### config.mk
export PLATFORM = sky130hd
export DESIGN_NAME = f32_mult_feeder
export DESIGN_NICKNAME = d
export VERILOG_FILES = /design/src/rtl/f32_mult_feeder.sv
export SDC_FILE = /design/constraint.sdc
export NUM_CORES = 1
export LEC_CHECK = 0
export BUFFER_PORTS_ARGS = -buffer_cell sky130_fd_sc_hd__clkbuf_2
export CAP_MARGIN = 25
export CORE_ASPECT_RATIO = 2
export CORE_MARGIN = 3
export CORE_UTILIZATION = 49
export CTS_BUF_LIST = sky130_fd_sc_hd__clkbuf_4 sky130_fd_sc_hd__clkbuf_8
export CTS_CLUSTER_DIAMETER = 40
export DETAILED_ROUTE_END_ITERATION = 7
export PLACE_DENSITY_LB_ADDON = 0.25
export SLEW_MARGIN = 20
export SYNTH_ARGS = -nofsm -noshare
export SYNTH_HDL_FRONTEND = slang
export SYNTH_SLANG_ARGS = --single-unit
### constraint.sdc
create_clock -name clk -period 3.7 [get_ports clk]
set_clock_uncertainty 0.2 [all_clocks]
set_input_delay 0.74 -clock clk [delete_from_list [all_inputs] [get_ports clk]]
set_output_delay 0.74 -clock clk [all_outputs]
set_load 0.02 [all_outputs]
### src/rtl/f32_mult_feeder.sv
`default_nettype none
// ------------------------------------------------------------------------------------------
// f32_mult_feeder: operand-pair FIFO feeding an external FP32 multiplier (watchdog: F32_MULT_FEEDER_TIMEOUT_EN)
// Revision: 1.0
// ------------------------------------------------------------------------------------------
module f32_mult_feeder #(
  parameter int FIFO_DEPTH     = 4,
  parameter int TIMEOUT_CYCLES = 64
) (
  input  logic        clk,
  input  logic        rst_n,
  input  logic        in_valid,
  output logic        in_ready,
  input  logic [31:0] in_a,
  input  logic [31:0] in_b,
  output logic        mul_start,
  output logic [31:0] mul_a,
  output logic [31:0] mul_b,
  input  logic        mul_done,
  input  logic [31:0] mul_p,
  output logic        out_valid,
  input  logic        out_ready,
  output logic [31:0] out_p,
  output logic        busy,
  output logic        err,
  output logic [15:0] result_cnt
);

  localparam int PTR_W = $clog2(FIFO_DEPTH);
  localparam int CNT_W = PTR_W + 1;
  localparam logic [31:0] C_QNAN = 32'h7FC0_0000;

  typedef enum logic [1:0] {
    IDLE  = 2'd0,
    ISSUE = 2'd1,
    WAIT  = 2'd2,
    HOLD  = 2'd3
  } state_t;

  state_t             state_q, state_d;
  logic [CNT_W-1:0]   count_q, count_d;
  logic [PTR_W-1:0]   wr_ptr_q, wr_ptr_d;
  logic [PTR_W-1:0]   rd_ptr_q, rd_ptr_d;
  logic               mul_start_q, mul_start_d;
  logic [31:0]        mul_a_q, mul_a_d;
  logic [31:0]        mul_b_q, mul_b_d;
  logic               out_valid_q, out_valid_d;
  logic [31:0]        out_p_q, out_p_d;
  logic               err_q, err_d;
  logic [15:0]        result_cnt_q, result_cnt_d;
  logic               busy_q, busy_d;
  logic               in_ready_q, in_ready_d;
  logic               push, pop;

  logic [31:0]        fifo_a_mem [FIFO_DEPTH];
  logic [31:0]        fifo_b_mem [FIFO_DEPTH];

`ifdef F32_MULT_FEEDER_TIMEOUT_EN
  localparam int TO_W = $clog2(TIMEOUT_CYCLES + 1);
  logic [TO_W-1:0]    wait_cnt_q, wait_cnt_d;
`endif

  always_comb begin
    push         = in_valid && in_ready_q;
    pop          = 1'b0;
    state_d      = state_q;
    mul_start_d  = 1'b0;
    mul_a_d      = mul_a_q;
    mul_b_d      = mul_b_q;
    out_valid_d  = out_valid_q;
    out_p_d      = out_p_q;
    err_d        = err_q;
    result_cnt_d = result_cnt_q;
`ifdef F32_MULT_FEEDER_TIMEOUT_EN
    wait_cnt_d   = wait_cnt_q;
`endif

    case (state_q)
      IDLE: begin
        if (count_q != '0) begin
          pop         = 1'b1;
          mul_start_d = 1'b1;
          state_d     = ISSUE;
        end
      end
      ISSUE: begin
        state_d = WAIT;
`ifdef F32_MULT_FEEDER_TIMEOUT_EN
        wait_cnt_d = TO_W'(1);
`endif
      end
      WAIT: begin
        if (mul_done) begin
          out_p_d     = mul_p;
          out_valid_d = 1'b1;
          state_d     = HOLD;
        end
`ifdef F32_MULT_FEEDER_TIMEOUT_EN
        // wait_cnt_q counts cycles elapsed since the start pulse
        else if (wait_cnt_q == TO_W'(TIMEOUT_CYCLES)) begin
          out_p_d     = C_QNAN;
          out_valid_d = 1'b1;
          err_d       = 1'b1;
          state_d     = HOLD;
        end else begin
          wait_cnt_d = wait_cnt_q + 1'b1;
        end
`endif
      end
      HOLD: begin
        if (out_ready) begin
          out_valid_d  = 1'b0;
          result_cnt_d = result_cnt_q + 16'd1;
          if (count_q != '0) begin
            pop         = 1'b1;
            mul_start_d = 1'b1;
            state_d     = ISSUE;
          end else begin
            state_d = IDLE;
          end
        end
      end
      default: state_d = IDLE;
    endcase

    rd_ptr_d = rd_ptr_q;
    if (pop) begin
      mul_a_d  = fifo_a_mem[rd_ptr_q];
      mul_b_d  = fifo_b_mem[rd_ptr_q];
      rd_ptr_d = rd_ptr_q + 1'b1;
    end

    wr_ptr_d = push ? wr_ptr_q + 1'b1 : wr_ptr_q;

    case ({push, pop})
      2'b10:   count_d = count_q + 1'b1;
      2'b01:   count_d = count_q - 1'b1;
      default: count_d = count_q;
    endcase

    // Status outputs are registered from next-state values so they track state_q/count_q exactly
    in_ready_d = (count_d < CNT_W'(FIFO_DEPTH));
    busy_d     = (state_d != IDLE) || (count_d != '0);
  end

  always_ff @(posedge clk) begin
    if (push) begin
      fifo_a_mem[wr_ptr_q] <= in_a;
      fifo_b_mem[wr_ptr_q] <= in_b;
    end
  end

  always_ff @(posedge clk or negedge rst_n) begin
    if (!rst_n) begin
      state_q      <= IDLE;
      count_q      <= '0;
      wr_ptr_q     <= '0;
      rd_ptr_q     <= '0;
      mul_start_q  <= 1'b0;
      mul_a_q      <= '0;
      mul_b_q      <= '0;
      out_valid_q  <= 1'b0;
      out_p_q      <= '0;
      err_q        <= 1'b0;
      result_cnt_q <= '0;
      busy_q       <= 1'b0;
      in_ready_q   <= 1'b1;
`ifdef F32_MULT_FEEDER_TIMEOUT_EN
      wait_cnt_q   <= '0;
`endif
    end else begin
      state_q      <= state_d;
      count_q      <= count_d;
      wr_ptr_q     <= wr_ptr_d;
      rd_ptr_q     <= rd_ptr_d;
      mul_start_q  <= mul_start_d;
      mul_a_q      <= mul_a_d;
      mul_b_q      <= mul_b_d;
      out_valid_q  <= out_valid_d;
      out_p_q      <= out_p_d;
      err_q        <= err_d;
      result_cnt_q <= result_cnt_d;
      busy_q       <= busy_d;
      in_ready_q   <= in_ready_d;
`ifdef F32_MULT_FEEDER_TIMEOUT_EN
      wait_cnt_q   <= wait_cnt_d;
`endif
    end
  end

  assign in_ready   = in_ready_q;
  assign mul_start  = mul_start_q;
  assign mul_a      = mul_a_q;
  assign mul_b      = mul_b_q;
  assign out_valid  = out_valid_q;
  assign out_p      = out_p_q;
  assign busy       = busy_q;
  assign err        = err_q;
  assign result_cnt = result_cnt_q;

endmodule
`default_nettype wire

After elaboration in Yosys (flattened, before gate mapping) --
Memory sizes are Yosys's and may differ from the RTL's. A register that Yosys moved wholly into a read port is not among the register bits. Index checks and enable logic that the tools add are counted.
Word-level totals: bits in registers 61, memory bits (writable) 256, input port bits 101, output and inout port bits 117, logic and storage cells 51, memories 2
Memories:
- fifo_a_mem | depth 4, width 32, read ports 1, clocked after Yosys merged registers in 1, wr ports 1, line 55 | logic [31:0] fifo_a_mem [FIFO_DEPTH];
- fifo_b_mem | depth 4, width 32, read ports 1, clocked after Yosys merged registers in 1, wr ports 1, line 56 | logic [31:0] fifo_b_mem [FIFO_DEPTH];
Operators by class: add/sub/neg operators 5, order comparisons 1, eq/ne operators 7, mux-type cells 14, reduce and logical (&&, ||, !) cells 12
Operators by type and width (number):
- $add A16 B1 Y16 const B | 1
- $pmux W2 S4 | 1
- $mux W1 | 7
- $eq A2 B2 Y1 const B | 3
- $mux W2 | 3
- $pmux W3 S2 | 1
- $reduce_bool A3 Y1 | 2
- $add A2 B1 Y2 const B | 2
- $eq A2 B1 Y1 const B | 2
- $ne A2 B2 Y1 const B | 2
- $pmux W1 S2 | 2
- $reduce_and A2 Y1 | 2
- $reduce_bool A2 Y1 | 2
- $add A3 B1 Y3 const B | 1
- $lt A3 B3 Y1 const B | 1
- $reduce_and A3 Y1 | 1
- $sub A3 B1 Y3 const B | 1
- $logic_not A1 Y1 | 2
- $logic_not A2 Y1 | 1
- $logic_and A1 B1 Y1 | 1
- $logic_or A1 B1 Y1 | 1

Logic depth before layout (Yosys ltp) --
word-level depth 8, mapped depth 13, depth with buffers taken out 11

Worst setup path before layout --
Ideal clock, no wire load.
path type reg-to-reg, start point reg state_q[0], end point reg busy_q (netlist: busy), library setup time 139 ps, arrival 2827 ps, required time 3361 ps, path slack 534 ps, cell stages (with the launch flop) 13, path buffers 2, period minus slack after synthesis 3166 ps, cell sequence dfrtp_1 inv_1 ha_1 nor3_2 buf_2 buf_2 ha_1 inv_1 fa_1 xor2_1 nor2_1 xor2_1 or4b_1
Between the ends: word-level cells in the longest chain between the ends 6, elaborated cells on any way between the ends 15, those cells by class 5 x eq/ne; 6 x mux; 4 x reduce/logical
RTL lines:
- start: declaration | line 40 | state_t state_q, state_d;
- start signal: assignment | line 172 | state_q <= state_d;
- $eq A2 B2 Y1 / $logic_not A2 Y1 (equally long branches)
- $pmux W1 S2 *
- named net mul_start_d | line 44 | logic mul_start_q, mul_start_d;
- $eq A2 B1 Y1 / $eq A2 B2 Y1 (equally long branches) | line 135 | case ({push, pop})
- $pmux W3 S2 * | line 135
- named net count_d[2] | line 41 | logic [CNT_W-1:0] count_q, count_d;
- $reduce_bool A3 Y1 * | line 143 | busy_d = (state_d != IDLE) || (count_d != '0);
- $logic_or A1 B1 Y1 * | line 143
- named net busy_d | line 51 | logic busy_q, busy_d;
- end signal: assignment | line 183 | busy_q <= busy_d;
- end: declaration | line 51
Mark *: on every way through the listed nets, which the timed path passes. The rest lies on a longest branch. A chain may end at the register's enable or synchronous reset.

Worst setup path in the final report --
start point reg state_q[0], end point reg busy_q (netlist: busy)
Between the ends: word-level cells in the longest chain between the ends 6, elaborated cells on any way between the ends 15, those cells by class 5 x eq/ne; 6 x mux; 4 x reduce/logical
RTL lines:
- $eq A2 B2 Y1 / $logic_not A2 Y1 (equally long branches) | line 78 | case (state_q)
- $pmux W1 S2 * | line 78
- $eq A2 B1 Y1 / $eq A2 B2 Y1 (equally long branches) | line 135
- $pmux W3 S2 * | line 135
- named net count_d[2] | line 41
- $reduce_bool A3 Y1 * | line 143
- $logic_or A1 B1 Y1 * | line 143
- named net busy_d | line 51
Marks and branches as above.

==> impl_metrics.yaml <==
logic_synthesis:
  async_flop_share_pct: 32.8
  syn-instance-count: 661
  syn_avg_cell_area_um2: 21.4
  synthFlopType: "edfxtp_1"
  synth_top_area_cell: "edfxtp_1"
  yosys.cell_types.count: 33
  yosys_warnings: 0
  synth_seq_cells: 381
  synth_edf_count: 256
  ys_seq_area_share_pct: 76.5
  synth_top_area_share_pct: 54.4
  netlist_area_mm2: 0.0141
  synth_area_leaders: "edfxtp_1, dfrtp_1, mux4_2"
  syn-num-nets: 773
setup_path:
  cp_slowest_cell: "or4b_1"
  critPathLaunchType: "flip-flop"
  r2r-start: "state_q[0]"
  ff2ff_setup_slack_ns: 0.87
  r2r_cells: 10
  cp_cell_sequence: "inv_1, ha_1, nor3_4, ha_1, inv_1, fa_1, xor2_1, nor2_1, xor2_1, or4b_1"
  endpoint_kind: "flip-flop"
  cp_slowest_stage_delay_ns: 0.47
  worstPathRequired_ns: 3.93
  crit_arrival_ns: 3.06
  critPathMaxFanout: 4
  worstSetupStartpoint: "state_q[0]"
  timing.rr.end: "busy"
  path_class: "flip-flop to flip-flop"
placed_design:
  place_ws_ns: 0.752
  port_buffers: 216
  place_congestion: 0.782
  dp_hpwl_um: 16700
floorplanning:
  dieHeight_um: 246
  core_area_mm2: 0.0283
  die_w_um: 126
  rows: 87
  start_util_pct: 49.9
  dieArea_mm2: 0.0310
  io_pins: 218
timing:
  hold_viol: 5
  min_period_over_period_pct: 76.5
  setup-violations-final: 0
  rsz0062_at_grt: "false"
  setup_tns_ns: 0
  fmax_mhz: 353
  worstMarginPinSlew_ns: 0.823
  setup_slack_ns: 0.870
  finalMaxSlewViolations: 0
  min_period_ns: 2.83
  max_slew_margin_pct: 45.1
  hold_slack_ns: -0.0172
hold_path:
  min_path_type: "input pin to asynchronous set/reset pin"
route:
  wire_per_inst_um: 20.7
  ant_nets: 0
  first_pass_iters: 4
  route.detailed.drc: 0
  detail_route.vias_per_cell: 5.32
  num_vias: 7028
  drt-total-wl_um: 27300
  drt_iter0_drc: 243
clock_network:
  cts_root_buf: "clkbuf_8"
  htree_num_levels: 2
  cts_buffers: 52
  post_cts_buffers: 0
  clkLatencyLatePin_ns: 0.58
  clk_path_buf_depth: 3
  postCtsResizedCells: 0
  clk_pin_slew_worst_paths_ns: 0.06
  cts_tree: "built"
  hold_buffers: 0
  clkSinkCount: 381
power_and_ir_drop:
  p_per_area_mw_per_mm2: 845
  power.leakage_nw: 6.55
  ir_drop_mv: 0.587
  finalPower_mw: 14.3
outcome:
  violations: "negative hold slack"
  status: "finished, violations left"
cells_and_area:
  seqCellArea_mm2: 0.0108
  final_nets: 1032
  drive_gt1_share_pct: 51.2
  antenna_cells: 0
  utilization_pct: 59.9
  area.growth.synth_to_final_pct: 20.0
  multiInputGateArea_mm2: 0.00319
  fillers: 2112
grt:
  track_usage_pct: 17.9
  overflow: 0
  grt_max_degree: 80
  grt_pass1_wl_um: 42700
  grt_pass1_vias: 7683
  antenna_found_initial: 0
flow_run:
  drv_cap: 0
[layer usage]
metal  up-vias  track usage (%)  wire length (um)
met3        51             4.21              1530
met1      3637             20.2              9990
met2       207             33.0             15100
li1       3133                -                 -
met5         -                0                 0
met4         0             6.44               726
[critical path: cells and delay by family, from the launching register on]
family                     cells  cell delay [ns]
xor gates and xnor gates       2             0.26
buffers and inverters          2             0.17
DFF                            1             0.38
adders and majority gates      3             0.91
and+or+nand+nor                3             0.79
[how the worst max path moves through the flow]
| stage | to | slack (ns) | cells past startpoint |
|---|---|---|---|
| after floorplan | busy | 0.53 | 11 |
| after global placement | busy | 0.79 | 10 |
| after detailed placement | busy | 0.75 | 10 |
| after CTS | busy | 0.85 | 10 |
| after global routing | busy | 0.71 | 10 |
| final | busy | 0.87 | 10 |
[flip-flops by register name (all words and copies together) (netlist names)]
signal      flops
fifo_a_mem    128
out_p          32
count_q         3
rd_ptr_q        2
mul_start       1
fifo_b_mem    128
state_q         2
mul_b          32
mul_a          32
out_valid       1
in_ready        1
busy            1
result_cnt     16
wr_ptr_q        2
[Yosys cell counts, types with 5 or more instances]
| library cell | number |
|---|---|
| and3_1 | 6 |
| buf_1 | 5 |
| buf_2 | 8 |
| buf_4 | 5 |
| clkbuf_1 | 7 |
| dfrtp_1 | 124 |
| edfxtp_1 | 256 |
| ha_1 | 10 |
| inv_1 | 9 |
| mux2_2 | 98 |
| mux4_2 | 64 |
| nand2_1 | 9 |
| nand3_1 | 8 |
| nor2_1 | 5 |
| xnor2_1 | 13 |
| xor2_1 | 8 |
[layout make-up]
cell class | instances | share of cell area [%]
timing repair buffer | 230 | 7.59
clock inverter | 16 | 1.07
clock buffer | 82 | 5.88
inverter | 9 | 0.199
tap | 356 | 2.63
sequential | 381 | 63.8
multi-input combinational | 246 | 18.8
[cells in the final DEF (no fill, tap or decap), types with 5 or more instances in the layout]
cell type  synthesis  final
buf_12             0      6
mux4_2            64     64
clkinv_1           0      5
nor2_1             5      5
ha_1              10     10
buf_4              5      7
clkbuf_4           0     21
dfrtp_1          124    122
clkbuf_8           0     61
xnor2_1           13     13
clkinv_2           0      5
nand2_1            9      9
mux2_2            98     98
xor2_1             8      8
nand3_1            8      8
edfxtp_1         256    256
inv_1              9      9
clkbuf_2           0    215
[stage by stage]
step | std cells | cell area, um^2
2_1_floorplan | 661 | 14100
3_3_place_gp | 1221 | 15700
3_5_place_dp | 1221 | 15700
4_1_cts | 1319 | 16900
5_1_grt | 1320 | 17000
6_report | 1320 | 17000
[cells by family (layout without fill, tap and decap cells)]
group / after synthesis / count (layout) / synth area share [%]
adder cells (fa/ha/maj): 11 / 11 / 1.03
multiplexers: 163 / 163 / 18.1
XOR/XNOR: 21 / 21 / 1.30
AND/OR/NAND/NOR: 41 / 41 / 1.54
AO/OA/AOI/OAI: 9 / 9 / 0.381
buffers and inverters: 34 / 337 / 1.11
flip-flops: 381 / 381 / 76.5
other: 1 / 1 / 0.0265
[report_power, final]
part           switching [mW]  internal, mW  leakage (nW)
sequential              0.679          5.68          3.82
combinational            2.32          2.15          2.10
clock                    1.50          2.00         0.628
total                    4.49          9.83          6.55
No activity file was read; power rests on OpenSTA's default activity.
